==> src/rtl/kamacore_pkg.sv <==
// Shared types for the kamacore load/store stage.
// Sizes, FSM states and the default datapath width.
package kamacore_pkg;

    localparam int CPU_WIDTH = 32;

    typedef enum logic [1:0] {
        MEM_B = 2'd0,
        MEM_H = 2'd1,
        MEM_W = 2'd2,
        MEM_D = 2'd3
    } mem_size_e;

    typedef enum logic [1:0] {
        IDLE = 2'd0,
        REQ  = 2'd1,
        WAIT = 2'd2,
        DONE = 2'd3
    } lsu_state_e;

    function automatic logic [1:0] lsu_eff_size(input logic [1:0] sz,
                                                input int xlen);
        if (xlen == 32 && sz == MEM_D)
            return MEM_W;
        return sz;
    endfunction

endpackage

==> src/rtl/kamacore_lsu_align.sv <==
// Byte-lane steering for stores and lane extract/extend for loads.
// Purely combinational; the store side also reports misalignment.
module kamacore_lsu_align
    import kamacore_pkg::*;
#(
    parameter int XLEN = CPU_WIDTH
) (
    input  logic [$clog2(XLEN/8)-1:0] st_off_i,
    input  logic [1:0]                st_size_i,
    input  logic [XLEN-1:0]           st_data_i,
    output logic [$clog2(XLEN/8)-1:0] st_off_o,
    output logic [XLEN/8-1:0]         st_be_o,
    output logic [XLEN-1:0]           st_wdata_o,
    output logic                      st_misaligned_o,
    input  logic [$clog2(XLEN/8)-1:0] ld_off_i,
    input  logic [1:0]                ld_size_i,
    input  logic                      ld_unsigned_i,
    input  logic [XLEN-1:0]           ld_rdata_i,
    output logic [XLEN-1:0]           ld_data_o
);

    localparam int NB    = XLEN / 8;
    localparam int OFF_W = $clog2(NB);

    logic [1:0]       st_sz;
    logic [1:0]       ld_sz;
    logic [OFF_W-1:0] st_mask;
    logic [XLEN-1:0]  shifted;

    always_comb begin
        st_sz           = lsu_eff_size(st_size_i, XLEN);
        st_mask         = OFF_W'((32'd1 << st_sz) - 32'd1);
        st_off_o        = st_off_i & ~st_mask;
        st_misaligned_o = |(st_off_i & st_mask);
        st_be_o = NB'(((32'd1 << (32'd1 << st_sz)) - 32'd1) << st_off_o);
        unique case (st_sz)
            2'd0:    st_wdata_o = {NB{st_data_i[7:0]}};
            2'd1:    st_wdata_o = {(NB/2){st_data_i[15:0]}};
            2'd2:    st_wdata_o = {(NB/4){st_data_i[31:0]}};
            default: st_wdata_o = st_data_i;
        endcase
    end

    always_comb begin
        ld_sz   = lsu_eff_size(ld_size_i, XLEN);
        shifted = ld_rdata_i >> {ld_off_i, 3'b000};
        unique case (ld_sz)
            2'd0: ld_data_o = ld_unsigned_i ? XLEN'(shifted[7:0])
                                            : XLEN'($signed(shifted[7:0]));
            2'd1: ld_data_o = ld_unsigned_i ? XLEN'(shifted[15:0])
                                            : XLEN'($signed(shifted[15:0]));
            2'd2: ld_data_o = ld_unsigned_i ? XLEN'(shifted[31:0])
                                            : XLEN'($signed(shifted[31:0]));
            default: ld_data_o = shifted;
        endcase
    end

endmodule

==> src/rtl/kamacore_stage_lsu.sv <==
// Load/store memory stage between EX and WB, one op in flight.
// Optional KAMACORE_LSU_MISALIGN_TRAP_EN adds out_misaligned trapping.
module kamacore_stage_lsu
    import kamacore_pkg::*;
#(
    parameter int XLEN   = CPU_WIDTH,
    parameter int ADDR_W = 32,
    parameter int CNT_W  = 16
) (
    input  logic                clk,
    input  logic                rst,
    input  logic                in_valid,
    output logic                in_ready,
    input  logic [XLEN-1:0]     in_alu_result,
    input  logic [XLEN-1:0]     in_store_data,
    input  logic [31:0]         in_instruction,
    input  logic                in_mem_read,
    input  logic                in_mem_write,
    input  logic [1:0]          in_size,
    input  logic                in_unsigned,
    output logic                out_valid,
    input  logic                out_ready,
    output logic [XLEN-1:0]     out_alu_result,
    output logic [XLEN-1:0]     out_load_data,
    output logic [31:0]         out_instruction,
    output logic                mem_req,
    input  logic                mem_gnt,
    output logic                mem_we,
    output logic [ADDR_W-1:0]   mem_addr,
    output logic [XLEN/8-1:0]   mem_be,
    output logic [XLEN-1:0]     mem_wdata,
    input  logic                mem_rvalid,
    input  logic [XLEN-1:0]     mem_rdata,
    output logic [CNT_W-1:0]    stall_cnt
`ifdef KAMACORE_LSU_MISALIGN_TRAP_EN
    ,
    output logic                out_misaligned
`endif
);

    localparam int NB    = XLEN / 8;
    localparam int OFF_W = $clog2(NB);

    lsu_state_e       state_q;
    logic             is_load_q;
    logic [OFF_W-1:0] ld_off_q;
    logic [1:0]       ld_size_q;
    logic             ld_uns_q;
    logic             misaligned_q;
    logic [CNT_W-1:0] stall_cnt_q;
    logic [CNT_W-1:0] stall_cnt_d;

    logic              accept;
    logic              is_mem;
    logic              is_load;
    logic              is_store;
    logic              trap;
    logic [ADDR_W-1:0] addr_full;
    logic [OFF_W-1:0]  st_off;
    logic [NB-1:0]     st_be;
    logic [XLEN-1:0]   st_wdata;
    logic              st_mis;
    logic [XLEN-1:0]   ld_data;

    if (ADDR_W <= XLEN) begin : g_addr_trunc
        assign addr_full = in_alu_result[ADDR_W-1:0];
    end else begin : g_addr_ext
        assign addr_full = {{(ADDR_W-XLEN){1'b0}}, in_alu_result};
    end

    kamacore_lsu_align #(
        .XLEN(XLEN)
    ) u_align (
        .st_off_i        (in_alu_result[OFF_W-1:0]),
        .st_size_i       (in_size),
        .st_data_i       (in_store_data),
        .st_off_o        (st_off),
        .st_be_o         (st_be),
        .st_wdata_o      (st_wdata),
        .st_misaligned_o (st_mis),
        .ld_off_i        (ld_off_q),
        .ld_size_i       (ld_size_q),
        .ld_unsigned_i   (ld_uns_q),
        .ld_rdata_i      (mem_rdata),
        .ld_data_o       (ld_data)
    );

    // read&write together is deliberately an ALU op, not a memory op
    assign is_mem   = in_mem_read ^ in_mem_write;
    assign is_load  = in_mem_read & ~in_mem_write;
    assign is_store = in_mem_write & ~in_mem_read;

`ifdef KAMACORE_LSU_MISALIGN_TRAP_EN
    assign trap           = is_mem & st_mis;
    assign out_misaligned = misaligned_q;
`else
    assign trap = 1'b0;
`endif

    assign in_ready  = rst & ((state_q == IDLE) |
                              ((state_q == DONE) & out_ready));
    assign accept    = in_valid & in_ready;
    assign mem_req   = rst & (state_q == REQ);
    assign out_valid = rst & (state_q == DONE);
    assign stall_cnt = stall_cnt_q;

    always_comb begin
        stall_cnt_d = stall_cnt_q;
        if (in_valid && !in_ready && !(&stall_cnt_q))
            stall_cnt_d = stall_cnt_q + 1'b1;
    end

    always_ff @(posedge clk) begin
        if (!rst) begin
            state_q         <= IDLE;
            is_load_q       <= 1'b0;
            ld_off_q        <= '0;
            ld_size_q       <= '0;
            ld_uns_q        <= 1'b0;
            misaligned_q    <= 1'b0;
            stall_cnt_q     <= '0;
            out_alu_result  <= '0;
            out_load_data   <= '0;
            out_instruction <= '0;
            mem_we          <= 1'b0;
            mem_addr        <= '0;
            mem_be          <= '0;
            mem_wdata       <= '0;
        end else begin
            stall_cnt_q <= stall_cnt_d;
            unique case (state_q)
                REQ: begin
                    if (mem_gnt)
                        state_q <= is_load_q ? WAIT : DONE;
                end
                WAIT: begin
                    if (mem_rvalid) begin
                        state_q       <= DONE;
                        out_load_data <= ld_data;
                    end
                end
                DONE: begin
                    if (out_ready)
                        state_q <= IDLE;
                end
                default: ;
            endcase
            if (accept) begin
                state_q         <= (is_mem && !trap) ? REQ : DONE;
                out_alu_result  <= in_alu_result;
                out_instruction <= in_instruction;
                out_load_data   <= '0;
                misaligned_q    <= trap;
                is_load_q       <= is_load;
                ld_off_q        <= st_off;
                ld_size_q       <= in_size;
                ld_uns_q        <= in_unsigned;
                mem_we          <= is_store;
                mem_addr        <= addr_full & ~ADDR_W'(NB - 1);
                mem_be          <= st_be;
                mem_wdata       <= is_store ? st_wdata : '0;
            end
        end
    end

endmodule

==> config.mk <==
export PLATFORM = sky130hd
export DESIGN_NAME = kamacore_stage_lsu
export DESIGN_NICKNAME = d
export VERILOG_FILES = /design/src/rtl/kamacore_pkg.sv /design/src/rtl/kamacore_lsu_align.sv /design/src/rtl/kamacore_stage_lsu.sv
export SDC_FILE = /design/constraint.sdc
export NUM_CORES = 1
export LEC_CHECK = 0
export BUFFER_PORTS_ARGS = -buffer_cell sky130_fd_sc_hd__buf_2
export CAP_MARGIN = 30
export CORE_MARGIN = 3
export CORE_UTILIZATION = 34
export DETAILED_ROUTE_END_ITERATION = 10
export PLACE_DENSITY = 0.59
export SYNTH_ARGS = -nofsm -noshare
export SYNTH_HDL_FRONTEND = slang
export SYNTH_SLANG_ARGS = --single-unit
==> constraint.sdc <==
create_clock -name clk -period 5.3 [get_ports clk]
set_input_delay 0 -clock clk [delete_from_list [all_inputs] [get_ports clk]]
set_output_delay 0 -clock clk [all_outputs]
set_load 0.02 [all_outputs]
# [After elaboration in Yosys (flattened, before gate mapping)]
# Cells that the tools add are included.
[word_totals] register_bits=187 input_bits=139 output_inout_bits=184 word_cells=74
[op_classes] add_sub_neg=3 n_eq_ne=10 shift=4 mux=18 n_bitwise=14 reduce_logical=12
[op_table] operator="$pmux W32 S2" count=2
[op_table] operator="$mux W32" count=3
[op_table] operator="$shl A1 B2 Y32 const A" count=1
[op_table] operator="$shl A1 B32 Y32 const A" count=1
[op_table] operator="$shl A32 B2 Y4" count=1
[op_table] operator="$shr A32 B5 Y32" count=1
[op_table] operator="$sub A32 B1 Y32 const B" count=1
[op_table] operator="$mux W2" count=9
[op_table] operator="$add A16 B1 Y16 const B" count=1
[op_table] operator="$reduce_and A16 Y1" count=1
[op_table] operator="$ne A3 B3 Y1 const B" count=3
[op_table] operator="$eq A2 B2 Y1 const B" count=4
[op_table] operator="$and A1 B1 Y1" count=7
[op_table] operator="$eq A2 B1 Y1 const B" count=3
[op_table] operator="$logic_not A2 Y1" count=3
[op_table] operator="$pmux W2 S3" count=1
[op_table] operator="$reduce_and A4 Y1" count=1
[op_table] operator="$reduce_bool A4 Y1" count=1
[op_table] operator="$mux W1" count=3
[op_table] operator="$not A1 Y1" count=3
[op_table] operator="$and A2 B2 Y2" count=1
[op_table] operator="$logic_and A1 B1 Y1" count=2
[op_table] operator="$logic_not A1 Y1" count=2
[op_table] operator="$not A2 Y2" count=1
[op_table] operator="other kinds (5)" count=5

# [Logic depth before layout (Yosys ltp)]
[logic_depth] depth_word=8 depth_mapped=9 ltp_nobuf=5

# [Cells and area by module]
# A second synthesis with hierarchy kept.
[hier_totals] cells_unflattened=864 area_unflattened_um2=7333.3
[by_module_without_submodules] module="kamacore_stage_lsu" n_inst=1 cells_per_inst=696 area_each_um2=6089.6 seq_area_each_um2=3143.0
[by_module_without_submodules] module="kamacore_lsu_align" n_inst=1 cells_per_inst=168 area_each_um2=1243.7 seq_area_each_um2=0.0

# [Worst setup path before layout]
# OpenSTA, ideal clock, no wires.
[synth_timing] kind="register -> register" startpoint="reg stall_cnt_q[9], in the netlist stall_cnt[9]" endpoint="reg stall_cnt_q[14], in the netlist stall_cnt[14]" setup_time_ps=116 t_arrival_ps=1729 required_time_ps=5184 slack_ps=3455 stages_incl_launch_ff=5 path_buffers=0 synth_period_minus_slack_ps=1845 path_cell_list="dfxtp_1 nand4_1 or3_1 or4_1 o211a_1"
[synth_between] elab_chain_len=3 word_cells_on_any_way=4 cone_classes="add/sub (1); reduce/logical (3)"
[synth_lines] element="start: declaration" line_no="kamacore_stage_lsu.sv:50" source="logic [CNT_W-1:0] stall_cnt_q;"
[synth_lines] element="start signal: assignment" line_no="kamacore_stage_lsu.sv:130" source="stall_cnt_q <= stall_cnt_d;"
[synth_lines] element="branches (longest 3 deep; another with $add A16 B1 Y16)"
# Several ways; the timed one is not identified.
# A chain may end at the register's enable or synchronous reset.

# [Worst setup path after layout]
[layout_timing] startpoint="reg state_q[1]" endpoint="reg state_q[1]"
[layout_between] elab_chain_len=7 word_cells_on_any_way=15 cone_classes="eq/ne (6); mux (2); bitwise (4); reduce/logical (3)"
[layout_lines] element="start: declaration" line_no="kamacore_stage_lsu.sv:44" source="lsu_state_e state_q;"
[layout_lines] element="start signal: assignment" line_no="kamacore_stage_lsu.sv:134" source="state_q <= is_load_q ? WAIT : DONE;"
[layout_lines] element="start signal: assignment" line_no="kamacore_stage_lsu.sv:149" source="state_q <= (is_mem && !trap) ? REQ : DONE;"
[layout_lines] element="$eq A2 B2 Y1" line_no="kamacore_stage_lsu.sv:101, kamacore_stage_lsu.sv:131"
[layout_lines] element="$and A1 B1 Y1" line_no="kamacore_stage_lsu.sv:101" source="((state_q == DONE) & out_ready));"
[layout_lines] element="$or A1 B1 Y1" line_no="kamacore_stage_lsu.sv:100" source="assign in_ready = rst & ((state_q == IDLE) |"
[layout_lines] element="$and A1 B1 Y1" line_no="kamacore_stage_lsu.sv:100"
[layout_lines] element="$and A1 B1 Y1" line_no="kamacore_stage_lsu.sv:102" source="assign accept = in_valid & in_ready;"
[layout_lines] element="$ne A3 B3 Y1 (no line) / $reduce_bool A4 Y1 (equally long branches)"
[layout_lines] element="$reduce_and A4 Y1 (no line)"
# Several ways; a longest one is shown, not always the timed one.

==> metrics.md <==
| Metric | Value |
|---|---|
| I/O pin count | `323` |
| DR vias/cell | `between 4 and 5` |
| Port bufs | `320` |
| Critical path endpoint category | `flip-flop` |
| Htree depth | `4` |
| Area Growth Syn to Fin | `47.1%` |
| Setup TNS | `0 ns` |
| Clk Latency, worst-skew pair | `0.42 ns` |
| CTS Sinks | `~160` |
| Post-synth ARST share | `0%` |
| Most frequent cells in the layout | `buf_2, nand2_1, dfxtp_1` |
| Post-DP HPWL | `15,700 um` |
| Max IR drop VDD | `212 uV` |
| # Post-CTS Setup Buffers | `0` |
| Initial antenna violation count | `0` |
| Drt drc | `0` |
| Post-synthesis cell count | `788` |
| Final-report setup violation count | `0` |
| Max_cap viols | `0` |
| Fin. Hold Viols | `0` |
| Vias in the first global route | `~6.9k` |
| CTS tree | `done` |
| Finished Layout Cells | `1,434` |
| Routed len/inst | `16.0 um` |
| Synth warnings | `0` |
| P_leak | `0.00493 uW` |
| Largest net degree at the start of global routing | `between 60 and 70` |
| Type of the worst setup path | `reg -> reg` |
| Final net count | `between 1k and 1.5k` |
| Initial core utilization | `35.0%` |
| Met2 global-route usage | `33.9%` |
| Flops & latches, synth | `157` |
| Clock skew | `0.0133 ns` |
| CTS Buffer Depth | `2` |
| Largest delay share family, worst path | `buffers and inverters` |
| Sw frac | `28.9%` |
| Cells after DPL | `1,289` |
| Crit-path cells | `or3b_1 > a21boi_4 > buf_4 > a21oi_1 > dlygate4sd3_1 > nor2_1` |
| WP buf/inv | `2` |
| Slowest stage delay, CP | `0.63 ns` |
| Comb pwr share | `19.3%` |
| Average cell area after synthesis | `8.74 um2` |
| CTS clk-pin slew, worst paths | `around 0.06 ns` |
| Slew margin rel. | `39.2%` |
| Post-Syn Area | `0.00688 mm2` |
| Largest fanout on the critical path | `67` |
| CP max stage cell | `buf_4` |
| Hold Path Cell Cnt | `4` |
| R2R depth | `6` |
| Die Area | `0.0220 mm2` |
| Num CTS Buffers | `17` |
| Critical Path Start Type | `flip-flop` |
| RD Place Congestion | `0.816` |
| Crit path depth | `6` |
| Fmax | `353 MHz` |
| Die width | `148 um` |
| Cell Int Power | `2310 uW` |
| Num rows | `51` |
| RSZ-0062 raised after global routing | `no` |
| Tmin final | `2.83 ns` |
| GR Util met3 | `5.55%` |
| Clk network pwr share | `about two fifths` |
| Least-Margin Pin Slew | `0.909 ns` |
| Final period util | `~53%` |
| Final ANT Viol Nets | `0` |
| Core Region | `0.0197 mm2` |
| Most common cell after layout, fill and taps aside | `buf_2` |
| Final Max Slew Viols | `0` |
| Drt total wl | `23,000 um` |
| Ratio of total power to cell area | `about 320 mW/mm2` |
| Met1 Track Usage GR | `about a quarter` |
| Ys flop type | `dfxtp_1` |
| Post-route setup slack | `2.47 ns` |
| Post-Place Setup Slack | `2.61 ns` |
| Root buf cell | `clkbuf_16` |
| DRT Pass-1 Iters | `4` |
| GRT Overall Usage | `20.2%` |
| N_diodes | `0` |
| Post-synth EDFFs | `0` |
| Library cells used by synthesis | `49` |
| Register area share after synthesis | `45.7%` |
| Net switching power | `936 uW` |
| Hold WC Path Type | `in -> reg` |
| GRT overflow | `0` |
| Vias post-DR | `6,993` |
| Power Total | `3240 uW` |
| GRT Max-Usage Layer | `met2` |
| Sequential share of power | `40.8%` |
| DR iter-0 viols | `350` |
| First-pass GRT wire length | `36,000 um` |
| Outcome | `finished clean` |
| Worst endpoint required time | `around 5.7 ns` |
| Layout cells sized above 1 | `32.9%` |
| Die span in y | `between 100 and 150 um` |
| Arr. time, crit path | `between 3 and 4 ns` |
[cell families after synthesis]
| kind of cell | count (synthesis) | synth area share [%] |
|---|---|---|
| other cells | 1 | 0.0545 |
| mux | 56 | 8.45 |
| fa+ha+maj | 3 | 0.545 |
| flops | 157 | 45.7 |
| buf+inv | 101 | 8.40 |
| compound gates | 132 | 14.9 |
| simple gates | 338 | 22.0 |
[what timing repair did]
action,CTS,global route
gates resized for setup,0,0
endpoints found under the hold margin,113,0
hold buffers,114,0
[flip-flops by register name, indices dropped and copies added, names as in the netlist]
name,count
out_instruction,32
out_alu_result,32
mem_we,1
ld_off_q,2
mem_be,4
is_load_q,1
ld_size_q,2
stall_cnt,16
mem_wdata,32
ld_uns_q,1
state_q,2
out_load_data,32
[cells in the mapped netlist, drive strengths merged (2+ instances only)]
| cell | count | area share [%] |
|---|---|---|
| o41ai | 3 | 0.65 |
| o211a | 3 | 0.44 |
| nand4 | 6 | 0.55 |
| o21ai | 19 | 1.4 |
| a21o | 2 | 0.22 |
| o211ai | 7 | 0.76 |
| o31ai | 2 | 0.22 |
| or3 | 5 | 0.45 |
| and2 | 9 | 0.82 |
| mux2 | 7 | 1.1 |
| a22o | 16 | 2.0 |
| nand2b | 9 | 0.82 |
| o2bb2ai | 23 | 2.9 |
| or4 | 4 | 0.44 |
| nand2 | 177 | 9.7 |
| dfxtp | 157 | 46 |
| ha | 3 | 0.55 |
| inv | 9 | 0.49 |
| buf | 66 | 6.5 |
| nor2 | 25 | 1.4 |
| and3 | 2 | 0.18 |
| a311oi | 2 | 0.25 |
| nor3 | 13 | 0.95 |
| o311ai | 3 | 0.38 |
| clkbuf | 26 | 1.4 |
| nand3 | 78 | 5.7 |
| o221a | 16 | 2.6 |
| nand3b | 2 | 0.22 |
| a211oi | 4 | 0.44 |
| a21oi | 28 | 2.0 |
| and4 | 2 | 0.25 |
| mux2i | 48 | 7.0 |
[power by group through the flow]
stage | Sequential, uW | Combinational (uW) | Clock [uW]
after floorplan | 1430 | 284 | 0
after global placement | 1350 | 548 | 0
after detailed placement | 1350 | 554 | 0
after CTS | 1320 | 627 | 1340
after global routing | 1330 | 680 | 1380
final | 1320 | 627 | 1290
[worst register-to-register path: stages, from the launching register on]
cell and delay, ns:
dfxtp_1 0.39, or3b_1 0.52, a21boi_4 0.39, buf_4 0.63, a21oi_1 0.16, dlygate4sd3_1 0.59
nor2_1 0.08
[stage by stage]
| step | utilization [%] | instance area, um2 | hold WS (ns) |
|---|---|---|---|
| after floorplan | - | 6890 | 0.0989 |
| after global placement | 42.4 | 8330 | 0.183 |
| after detailed placement | 42.6 | 8370 | 0.185 |
| after CTS | 51.5 | 10100 | 0.00158 |
| after global routing | 51.5 | 10100 | 0.0144 |
| final | 51.5 | 10100 | 0.0240 |
[layout make-up]
| type | count | area [um2] |
|---|---|---|
| fillers | 1905 | 9530 |
| multi-input cells | 531 | 3180 |
| flip-flops and latches | 157 | 3140 |
| repair buffers | 441 | 2820 |
| clock buffers | 19 | 433 |
| well taps | 265 | 332 |
| clock inverters | 12 | 183 |
| inverters | 9 | 33.8 |
[per-layer routing]
layer | vias up | wire (um)
li1 | 3460 | -
met1 | 3261 | 9750
met2 | 235 | 11100
met3 | 37 | 1600
met4 | 0 | 534
met5 | - | 0
[path summary, 6_finish.rpt]
path / from / end / slack (ns)
worst max-delay path: state_q[1] / state_q[1] / 2.47
worst max register to register: state_q[1] / state_q[1] / 2.47
worst min-delay path: mem_rdata[3] / out_load_data[3] / 0.02
worst min register to register: out_instruction[17] / out_instruction[17] / 0.45
Note: power is estimated with default switching activity, not from simulation.
